### config.mk
export PLATFORM = sky130hd
export DESIGN_NAME = nback_autoplayer
export DESIGN_NICKNAME = d
export VERILOG_FILES = /design/src/rtl/nback_pkg.sv /design/src/rtl/nback_history.sv /design/src/rtl/nback_autoplayer.sv
export SDC_FILE = /design/constraint.sdc
export NUM_CORES = 1
export LEC_CHECK = 0
export CORE_ASPECT_RATIO = 1.4
export CORE_MARGIN = 5
export CORE_UTILIZATION = 52
export CTS_CLUSTER_SIZE = 30
export DETAILED_ROUTE_END_ITERATION = 8
export PLACE_DENSITY = 0.74
export RECOVER_POWER = 100
export SYNTH_ARGS = -nofsm -noshare
export SYNTH_HDL_FRONTEND = slang
export SYNTH_SLANG_ARGS = --single-unit
### constraint.sdc
create_clock -name clk_i -period 3 [get_ports clk_i]
set_input_delay 0.6 -clock clk_i [delete_from_list [all_inputs] [get_ports clk_i]]
set_output_delay 0.6 -clock clk_i [all_outputs]
set_load 0.02 [all_outputs]
### src/rtl/nback_pkg.sv
// ============================================================================
// nback_pkg
// Shared types and constants for the n-back autoplayer.
// Revision: 1.0 - initial release
// ============================================================================
`default_nettype none

package nback_pkg;

    typedef enum logic [1:0] {
        IDLE     = 2'd0,
        WAIT_SYM = 2'd1,
        DELAY    = 2'd2,
        PRESS    = 2'd3
    } nback_ap_state_t;

    // Symbol value shown on the LEDs during a pause
    localparam int unsigned SYMBOL_BLANK = 0;

endpackage

`default_nettype wire

### src/rtl/nback_history.sv
// ============================================================================
// nback_history
// Last-N symbol shift register with a saturating count of valid entries.
// Revision: 1.0 - initial release
// ============================================================================
`default_nettype none

module nback_history #(
    parameter int N        = 3,
    parameter int SYMBOL_W = 8
) (
    input  logic                clk_i,
    input  logic                rst_i,
    input  logic                clr_i,
    input  logic                push_i,
    input  logic [SYMBOL_W-1:0] sym_i,
    output logic [SYMBOL_W-1:0] nback_sym_o,
    output logic                full_o
);

    localparam int VALID_W = $clog2(N + 1);

    logic [SYMBOL_W-1:0] hist_q [N];
    logic [SYMBOL_W-1:0] hist_d [N];
    logic [VALID_W-1:0]  valid_q;
    logic [VALID_W-1:0]  valid_d;

    always_comb begin
        hist_d  = hist_q;
        valid_d = valid_q;
        if (clr_i) begin
            valid_d = '0;
            for (int i = 0; i < N; i++) hist_d[i] = '0;
        end else if (push_i) begin
            hist_d[0] = sym_i;
            for (int i = 1; i < N; i++) hist_d[i] = hist_q[i-1];
            if (valid_q != VALID_W'(N)) valid_d = valid_q + VALID_W'(1);
        end
    end

    always_ff @(posedge clk_i or posedge rst_i) begin
        if (rst_i) begin
            valid_q <= '0;
            for (int i = 0; i < N; i++) hist_q[i] <= '0;
        end else begin
            valid_q <= valid_d;
            hist_q  <= hist_d;
        end
    end

    assign nback_sym_o = hist_q[N-1];
    assign full_o      = (valid_q == VALID_W'(N));

endmodule

`default_nettype wire

### src/rtl/nback_autoplayer.sv
// ============================================================================
// nback_autoplayer
// Automated n-back player: detects N-back matches and issues a timed answer.
// Revision: 1.0 - initial release
// ============================================================================
`default_nettype none

module nback_autoplayer
    import nback_pkg::*;
#(
    parameter int N              = 3,
    parameter int SYMBOL_W       = 8,
    parameter int REACTION_TICKS = 5000000,
    parameter int ANSWER_TICKS   = 2500000,
    parameter int CNT_W          = 16
) (
    input  logic                clk_i,
    input  logic                rst_i,
    input  logic                enable_i,
    input  logic [SYMBOL_W-1:0] current_symbol_i,
    input  logic                user_in_game_i,
    output logic                answer_o,
    output logic                busy_o,
    output logic [CNT_W-1:0]    match_cnt_o,
    output logic [CNT_W-1:0]    answer_cnt_o
);

    localparam int TICK_MAX = (REACTION_TICKS > ANSWER_TICKS) ? REACTION_TICKS : ANSWER_TICKS;
    localparam int TICK_W   = (TICK_MAX > 1) ? $clog2(TICK_MAX) : 1;
    localparam logic [TICK_W-1:0]   REACT_LOAD  = TICK_W'(REACTION_TICKS - 1);
    localparam logic [TICK_W-1:0]   ANSWER_LOAD = TICK_W'(ANSWER_TICKS - 1);
    localparam logic [CNT_W-1:0]    CNT_MAX     = '1;
    localparam logic [SYMBOL_W-1:0] BLANK       = SYMBOL_W'(SYMBOL_BLANK);

    nback_ap_state_t     state_q, state_d;
    logic [SYMBOL_W-1:0] prev_sym_q, prev_sym_d;
    logic [TICK_W-1:0]   tick_q, tick_d;
    logic [CNT_W-1:0]    match_cnt_q, match_cnt_d;
    logic [CNT_W-1:0]    answer_cnt_q, answer_cnt_d;
    logic                answer_q, answer_d;
    logic                busy_q, busy_d;

    logic                onset;
    logic                blank;
    logic                is_match;
    logic                hist_clr;
    logic [SYMBOL_W-1:0] nback_sym;
    logic                hist_full;

    assign blank    = (current_symbol_i == BLANK);
    assign onset    = !blank && (prev_sym_q == BLANK);
    assign is_match = onset && hist_full && (current_symbol_i == nback_sym);
    // History only accumulates while a round is actually being played
    assign hist_clr = !user_in_game_i || (state_q == IDLE);

    nback_history #(
        .N        (N),
        .SYMBOL_W (SYMBOL_W)
    ) u_history (
        .clk_i       (clk_i),
        .rst_i       (rst_i),
        .clr_i       (hist_clr),
        .push_i      (onset),
        .sym_i       (current_symbol_i),
        .nback_sym_o (nback_sym),
        .full_o      (hist_full)
    );

    always_comb begin
        state_d      = state_q;
        tick_d       = tick_q;
        match_cnt_d  = match_cnt_q;
        answer_cnt_d = answer_cnt_q;
        prev_sym_d   = current_symbol_i;

        if (!user_in_game_i) begin
            state_d = IDLE;
            tick_d  = '0;
        end else begin
            case (state_q)
                IDLE: begin
                    state_d      = WAIT_SYM;
                    match_cnt_d  = '0;
                    answer_cnt_d = '0;
                end
                WAIT_SYM: begin
                    if (is_match) begin
                        if (match_cnt_q != CNT_MAX) match_cnt_d = match_cnt_q + CNT_W'(1);
                        if (enable_i) begin
                            state_d = DELAY;
                            tick_d  = REACT_LOAD;
                        end
                    end
                end
                DELAY: begin
                    // A blank or a disable abandons the pending answer, even on the last tick
                    if (blank || !enable_i) begin
                        state_d = WAIT_SYM;
                    end else if (tick_q == '0) begin
                        state_d = PRESS;
                        tick_d  = ANSWER_LOAD;
                        if (answer_cnt_q != CNT_MAX) answer_cnt_d = answer_cnt_q + CNT_W'(1);
                    end else begin
                        tick_d = tick_q - TICK_W'(1);
                    end
                end
                PRESS: begin
                    if (tick_q == '0) state_d = WAIT_SYM;
                    else              tick_d  = tick_q - TICK_W'(1);
                end
                default: state_d = IDLE;
            endcase
        end

        answer_d = (state_d == PRESS);
        busy_d   = (state_d == DELAY) || (state_d == PRESS);
    end

    always_ff @(posedge clk_i or posedge rst_i) begin
        if (rst_i) begin
            state_q      <= IDLE;
            prev_sym_q   <= '0;
            tick_q       <= '0;
            match_cnt_q  <= '0;
            answer_cnt_q <= '0;
            answer_q     <= 1'b0;
            busy_q       <= 1'b0;
        end else begin
            state_q      <= state_d;
            prev_sym_q   <= prev_sym_d;
            tick_q       <= tick_d;
            match_cnt_q  <= match_cnt_d;
            answer_cnt_q <= answer_cnt_d;
            answer_q     <= answer_d;
            busy_q       <= busy_d;
        end
    end

    assign answer_o     = answer_q;
    assign busy_o       = busy_q;
    assign match_cnt_o  = match_cnt_q;
    assign answer_cnt_o = answer_cnt_q;

endmodule

`default_nettype wire
==> results of run 1 <==
-- layer usage --
metal / global-route usage / up-vias / wire length [um]
met5: 0 / - / 0
met4: 0.0820 / 0 / 349
met1: 0.258 / 2148 / 4980
met3: 0.0456 / 36 / 671
met2: 0.372 / 193 / 6260
li1: - / 2086 / -
-- cell usage in the layout (no fill, tap or decap), types with 4 or more instances in the layout --
| cell | synthesis | layout |
|---|---|---|
| dfrtp_1 | 93 | 93 |
| nor2_1 | 74 | 74 |
| dlygate4sd3_1 | 0 | 37 |
| a21oi_1 | 35 | 35 |
| nand2_1 | 30 | 30 |
| nor3_1 | 27 | 27 |
| o21ai_0 | 25 | 25 |
| mux2i_1 | 25 | 25 |
| buf_4 | 1 | 24 |
| xnor2_1 | 19 | 19 |
| nand3_1 | 18 | 18 |
| nand4_1 | 13 | 13 |
| and3_1 | 13 | 13 |
| inv_1 | 12 | 11 |
| or3_1 | 11 | 11 |
| or4_1 | 9 | 10 |
| o221a_2 | 9 | 9 |
| ha_1 | 9 | 9 |
| clkbuf_16 | 0 | 9 |
| clkdlybuf4s50_1 | 0 | 8 |
| o31ai_1 | 7 | 6 |
| a211oi_1 | 6 | 6 |
| nor4_1 | 5 | 5 |
| o211ai_1 | 4 | 4 |
| nand2b_1 | 4 | 4 |
| o311ai_0 | 0 | 4 |
| clkbuf_4 | 0 | 4 |
-- state kept, by name, summed over array words and instances, names as in the netlist --
name,cells
tick_q,23
answer_cnt_o,16
match_cnt_o,16
u_history.hist_q,16
prev_sym_q,8
u_history.nback_sym_o,8
state_q,2
u_history.valid_q,2
answer_o,1
busy_o,1
-- power by group through the flow --
stage	combinational [mW]	clock [mW]	sequential (mW)
after global routing	0.426	1.25	1.32
after CTS	0.395	1.19	1.32
after global placement	0.380	0	1.34
after detailed placement	0.390	0	1.34
after floorplan	0.243	0	1.34
final	0.390	1.17	1.32
-- worst max-delay path: cells and delay by family --
family | cells | cell delay, ps
simple gates | 3 | 1040
compound gates | 3 | 810
buf+inv | 1 | 600
-- layout make-up --
class	count	area (um^2)	share of cell area
clock inverters	6	71.3	0.0118
well taps	110	138	0.0228
clock buffers	10	239	0.0396
multi-input cells	402	2510	0.416
repair buffers	79	704	0.117
inverters	13	50.0	0.00829
flip-flops and latches	93	2330	0.385
-- kinds of logic after synthesis --
group	Yosys count
AO/OA/AOI/OAI	119
AND/OR/NAND/NOR	230
buffers and inverters	43
multiplexers	25
adder cells (fa/ha/maj)	9
XOR/XNOR	19
flip-flops	93
-- final timing paths --
| check | endpoint | from | depth (start not counted) | slack, ps |
|---|---|---|---|---|
| worst max-delay path | tick_q[10] | current_symbol_i[7] | 7 | 160 |
| worst min-delay path | match_cnt_o[1] | match_cnt_o[1] | 2 | 520 |
| worst max register to register | tick_q[10] | tick_q[0] | 8 | 320 |
| worst min register to register | match_cnt_o[1] | match_cnt_o[1] | 2 | 520 |
| max in group asynchronous | match_cnt_o[10] | rst_i | 3 | 480 |
| min in group asynchronous | answer_cnt_o[2] | rst_i | 2 | 990 |
-- metrics by stage --
stage,util,std cells,setup WS [ps],power (mW)
after global routing,0.639,713,62.1,2.99
after global placement,0.609,697,-93.6,1.72
after floorplan,-,538,532,1.58
after detailed placement,0.609,697,-122,1.73
final,0.639,713,161,2.88
after CTS,0.642,713,189,2.90
==> metrics.txt, run 1 <==
outcome=complete, no violations; CP dominant cell by count=or4_1; slowest stage delay, CP=630 ps; Crit Path Class=primary input to flip-flop; Post-Syn Area per Cell=9.36 um^2; crit path DAT=3060 ps; cell taking the most area after synthesis=dfrtp_1; Synth Area in Adders=0.0224; worst-path cell chain=dlygate4sd3_1 > or4_1 > o211ai_1 > or4_1 > a21oi_2 > nand2_1 > o221a_2; Final Max Tran Viols=0; CTS tree=built; minimum clock period=2840 ps; design area=0.00604 mm^2; post-synthesis sequential area ratio=0.462; slowest CP cell=or4_1; top cells by area, synth=dfrtp_1 (46%), nor2_1 (5.5%), mux2i_1 (5.0%); synth warn=0; drt total wl=12.3 mm; most frequent cell after synthesis=dfrtp_1; largest net degree at the start of global routing=44; synthesis-to-layout area growth=20.0%; Slew @ Worst Pin=1290 ps; post-DR vias/cell=6.26; Clock power frac=0.407; Clock Tree Root=clkbuf_16; total negative slack=0 ps; Hold-fix buffers, CTS=0; Setup Fix Bufs, Post-CTS=0; later-pin clock latency in the skew report=340 ps; sw power=0.777 mW; Synth Instances=538; area of the core=0.00946 mm^2; initial drt markers=338; Syn Nets=559; share of layout cells above drive strength 1=0.123; EDFF count, synth=0; drt first pass iters=6; sequential fraction of design power=0.458; MaxCap Viol Count=0; clock transition at the registers of the reported paths=60 ps; vias post-DR=4463; CP required=3230 ps; post-synthesis mux area share=0.0497; vias in the first global route=4291; DR DRC count=0; Hold Worst Slack=521 ps; global-route wire length before repair=20.5 mm; RSZ-0062 raised after global routing=false; H-tree levels=3; Hold Vio Cnt, Final=0; clock sink count=93; P per Cell Area=476 mW/mm^2; Final Skew=5.33 ps; mapped cell area=0.00503 mm^2; main flop type after synthesis=dfrtp_1; hold crit path type=flip-flop to flip-flop; clk buf depth=2; Die Area=0.0118 mm^2; Synth Register Bits=93; VDD IR-drop max=0.000361 V; drt wl/cell=17.2 um; Die Height=126 um; Pint=2.10 mW; Lkg Pwr=2.83 nW; fmax=352 MHz; Simple-Gate Fraction of Synth Area=0.234; number of nets with antenna violations after routing=0; # IOs=46; dpl cell area=0.00576 mm^2; post-synthesis compound-gate area fraction=0.160; normalized max-slew margin=0.133; largest family of logic cells by synthesized area=simple AND/OR/NAND/NOR gates; CTS buffer count=9; Post-layout nets=619; top cell type's share of synthesized area=0.462; maximum fanout along the worst path=7; global route total overflow=0; top cells by count, synth=dfrtp_1 (93), nor2_1 (74), a21oi_1 (35); Ant. Diodes=0; initial core utilization=0.532; Fillers=793; Final period util=0.946; Post-DP HPWL=8.57 mm; RePlAce Congestion=0.860; Post-synth ARST share=1.00; Worst Setup End Kind=flip-flop; Yosys cell types=57; endpoints failing setup=0; post_cts resized=0; XOR/XNOR Fraction of Synth Area=0.0331; Port Buffer Count=45; gr usage total=0.214; Gate power share=0.135; switching fraction of total power=0.270; row cnt=42; die width=93.2 um; CP Launch Type=primary input; initial antenna violation count=0
(Power assumes the default switching activity.)
==> run 2: changes to the inputs <==
--- a/config.mk
+++ b/config.mk
@@ -8,7 +8,7 @@
 export CORE_ASPECT_RATIO = 1.4
 export CORE_MARGIN = 5
 export CORE_UTILIZATION = 52
-export CTS_CLUSTER_SIZE = 30
+export CTS_CLUSTER_SIZE = 24
 export DETAILED_ROUTE_END_ITERATION = 8
 export PLACE_DENSITY = 0.74
 export RECOVER_POWER = 100
==> results of run 2 <==
No change in the layout: final DEF, timing and power equal those of run 1.
==> run 3: changes to the inputs <==
--- a/config.mk
+++ b/config.mk
@@ -5,12 +5,13 @@
 export SDC_FILE = /design/constraint.sdc
 export NUM_CORES = 1
 export LEC_CHECK = 0
+export ABC_AREA = 1
 export CORE_ASPECT_RATIO = 1.4
 export CORE_MARGIN = 5
-export CORE_UTILIZATION = 52
+export CORE_UTILIZATION = 53
 export CTS_CLUSTER_SIZE = 24
 export DETAILED_ROUTE_END_ITERATION = 8
-export PLACE_DENSITY = 0.74
+export PLACE_DENSITY = 0.75
 export RECOVER_POWER = 100
 export SYNTH_ARGS = -nofsm -noshare
 export SYNTH_HDL_FRONTEND = slang
==> run 3 against run 2 <==
The flow now finishes with violations (capacitance limit, slew limit). Sequential share of layout area shrank 2.0 points. Synthesized area is 9.7% higher. Die area increased by 7.0%. Global-route usage rose by 0.40 points. Synthesized cell count up 41%. Maximum frequency increased by 9.5%. Utilization fell by 2.0 points. Setup slack improved by 250 ps. Critical path type unchanged. Critical endpoint is now u_history.hist_q[22]. Highest routed layer unchanged.
==> metrics.txt, run 3 <==
Hold-fix buffers, CTS=0; later-pin clock latency in the skew report=340 ps; Lkg Pwr=3.10 nW; H-tree levels=3; CTS tree=built; normalized max-slew margin=-0.114; Final Skew=8.85 ps; worst-path cell chain=dlygate4sd3_1 > clkbuf_2 > inv_1 > nor2_1 > inv_1 > nor2_1 > buf_4 > nand2_1 > o31ai_1; CTS buffer count=9; top cell type's share of synthesized area=0.421; post-synthesis sequential area ratio=0.421; design area=0.00636 mm^2; DR DRC count=0; share of layout cells above drive strength 1=0.0628; initial antenna violation count=0; Die Area=0.0126 mm^2; clk buf depth=2; area of the core=0.0103 mm^2; reg2reg start=state_q[1]; slowest stage delay, CP=620 ps; Final Max Tran Viols=37; maximum fanout along the worst path=28; drt wl/cell=13.7 um; Setup Fix Bufs, Post-CTS=0; post_cts resized=0; Crit Path Class=primary input to flip-flop; Final period util=0.864; placed insts=934; dpl cell area=0.00611 mm^2; vias post-DR=5082; minimum clock period=2590 ps; clock sink count=93; post-DR vias/cell=5.35; Biggest register=tick_q; clock transition at the registers of the reported paths=60 ps; row cnt=44; Worst Setup End Kind=flip-flop; P per Cell Area=446 mW/mm^2; main flop type after synthesis=dfrtp_1; synth warn=0; drt total wl=13.0 mm; outcome=finished with violations; global route total overflow=0; Post-Syn Area per Cell=7.26 um^2; vias in the first global route=4929; initial drt markers=291; slowest CP cell=dlygate4sd3_1; top cells by area, synth=dfrtp_1 (42%), nand2_1 (15%), nand3_1 (8.4%); top cells by count, synth=nand2_1 (220), dfrtp_1 (93), nand3_1 (93); mapped cell area=0.00552 mm^2; most common cell after layout, fill and taps aside=nand2_1; RSZ-0062 raised after global routing=false; most frequent cell after synthesis=nand2_1; drt first pass iters=6; endpoints failing setup=0; Yosys cell types=33; failing checks=capacitance limit, slew limit; Port Buffer Count=45; Die Height=131 um; Synth Register Bits=93; Clock Tree Root=clkbuf_16; RePlAce Congestion=0.951; Ant. Diodes=0; max reg flops=23; Hold Path Origin=u_history.hist_q[14]; largest net degree at the start of global routing=38; Layout Cells excl Fill=950; Synth Instances=761; die width=96.3 um; crit path DAT=2830 ps; EDFF count, synth=0; Syn Nets=782; hold crit path type=flip-flop to flip-flop; MaxCap Viol Count=1; CP required=3240 ps; fmax=386 MHz; Post-layout nets=828; commonest non-fill, non-tap cells in the layout=nand2_1 (222), nand3_1 (93), dfrtp_1 (93); gr usage total=0.218; Slew @ Worst Pin=1660 ps; VDD IR-drop max=0.000329 V; Post-DP HPWL=9.59 mm; crit path launch=user_in_game_i; initial core utilization=0.537; synthesis-to-layout area growth=15.2%; flop2flop setup slack=580 ps; global-route wire length before repair=22.1 mm; Post-synth ARST share=1.00; number of nets with antenna violations after routing=0; Hold Vio Cnt, Final=0; CP Launch Type=primary input; # IOs=46; cell taking the most area after synthesis=dfrtp_1; total negative slack=0 ps
[run 3: cell count changes after synthesis, moves of 20 or more]
cell	delta
nand2_1	+190
nand3_1	+75
inv_1	+64
a21oi_1	-33
mux2i_1	-25
xor2_1	+20
[run 3: worst paths after layout]
kind,to,cells past startpoint
setup / recovery,u_history.hist_q[22],9
hold / removal,u_history.hist_q[14],2
setup reg to reg,tick_q[4],10
hold reg to reg,u_history.hist_q[14],2
max in group asynchronous,tick_q[6],3
min in group asynchronous,u_history.hist_q[9],2
[run 3: stage by stage]
step                hold slack, ps  setup slack, ps  power (mW)  utilization
floorplan                      443             1230        1.67            -
global placement               458              332        1.77        0.594
detailed placement             468              288        1.79        0.594
CTS                            483              599        2.86        0.621
global route                   506              172        2.96        0.618
finish                         477              408        2.84        0.618
[run 3: area by class of cell]
class | instances | area [um^2]
fill | 940 | 3930
sequential | 93 | 2330
clock inverter | 3 | 18.8
timing repair buffer | 56 | 534
clock buffer | 13 | 260
inverter | 81 | 305
tap | 138 | 173
multi-input combinational | 566 | 2750
[run 3: metal layers]
layer | wire [um] | global-route usage | vias up
met3 | 570 | 0.0235 | 39
met4 | 437 | 0.106 | 0
met2 | 6590 | 0.370 | 157
met1 | 5440 | 0.274 | 2351
li1 | - | - | 2535
met5 | 0 | 0 | -
[run 3: worst max-delay path: cells and delay by family]
kind | cells | cell delay, ps
buffers and inverters | 5 | 1740
AND/OR/NAND/NOR | 3 | 420
AO/OA/AOI/OAI | 1 | 70
[run 3: power breakdown]
group	internal, mW	total [mW]	switching [mW]
Clock	0.609	1.09	0.477
Sequential	1.28	1.32	0.0324
Combinational	0.140	0.439	0.299
Total	2.03	2.84	0.809
[run 3: logic make-up (layout without fill, tap and decap cells)]
group	Yosys count	after routing	synth area share
simple gates	465	465	0.374
buf+inv	102	153	0.0790
flops	93	93	0.421
compound gates	65	65	0.0630
xor+xnor	27	27	0.0428
fa+ha+maj	9	9	0.0204
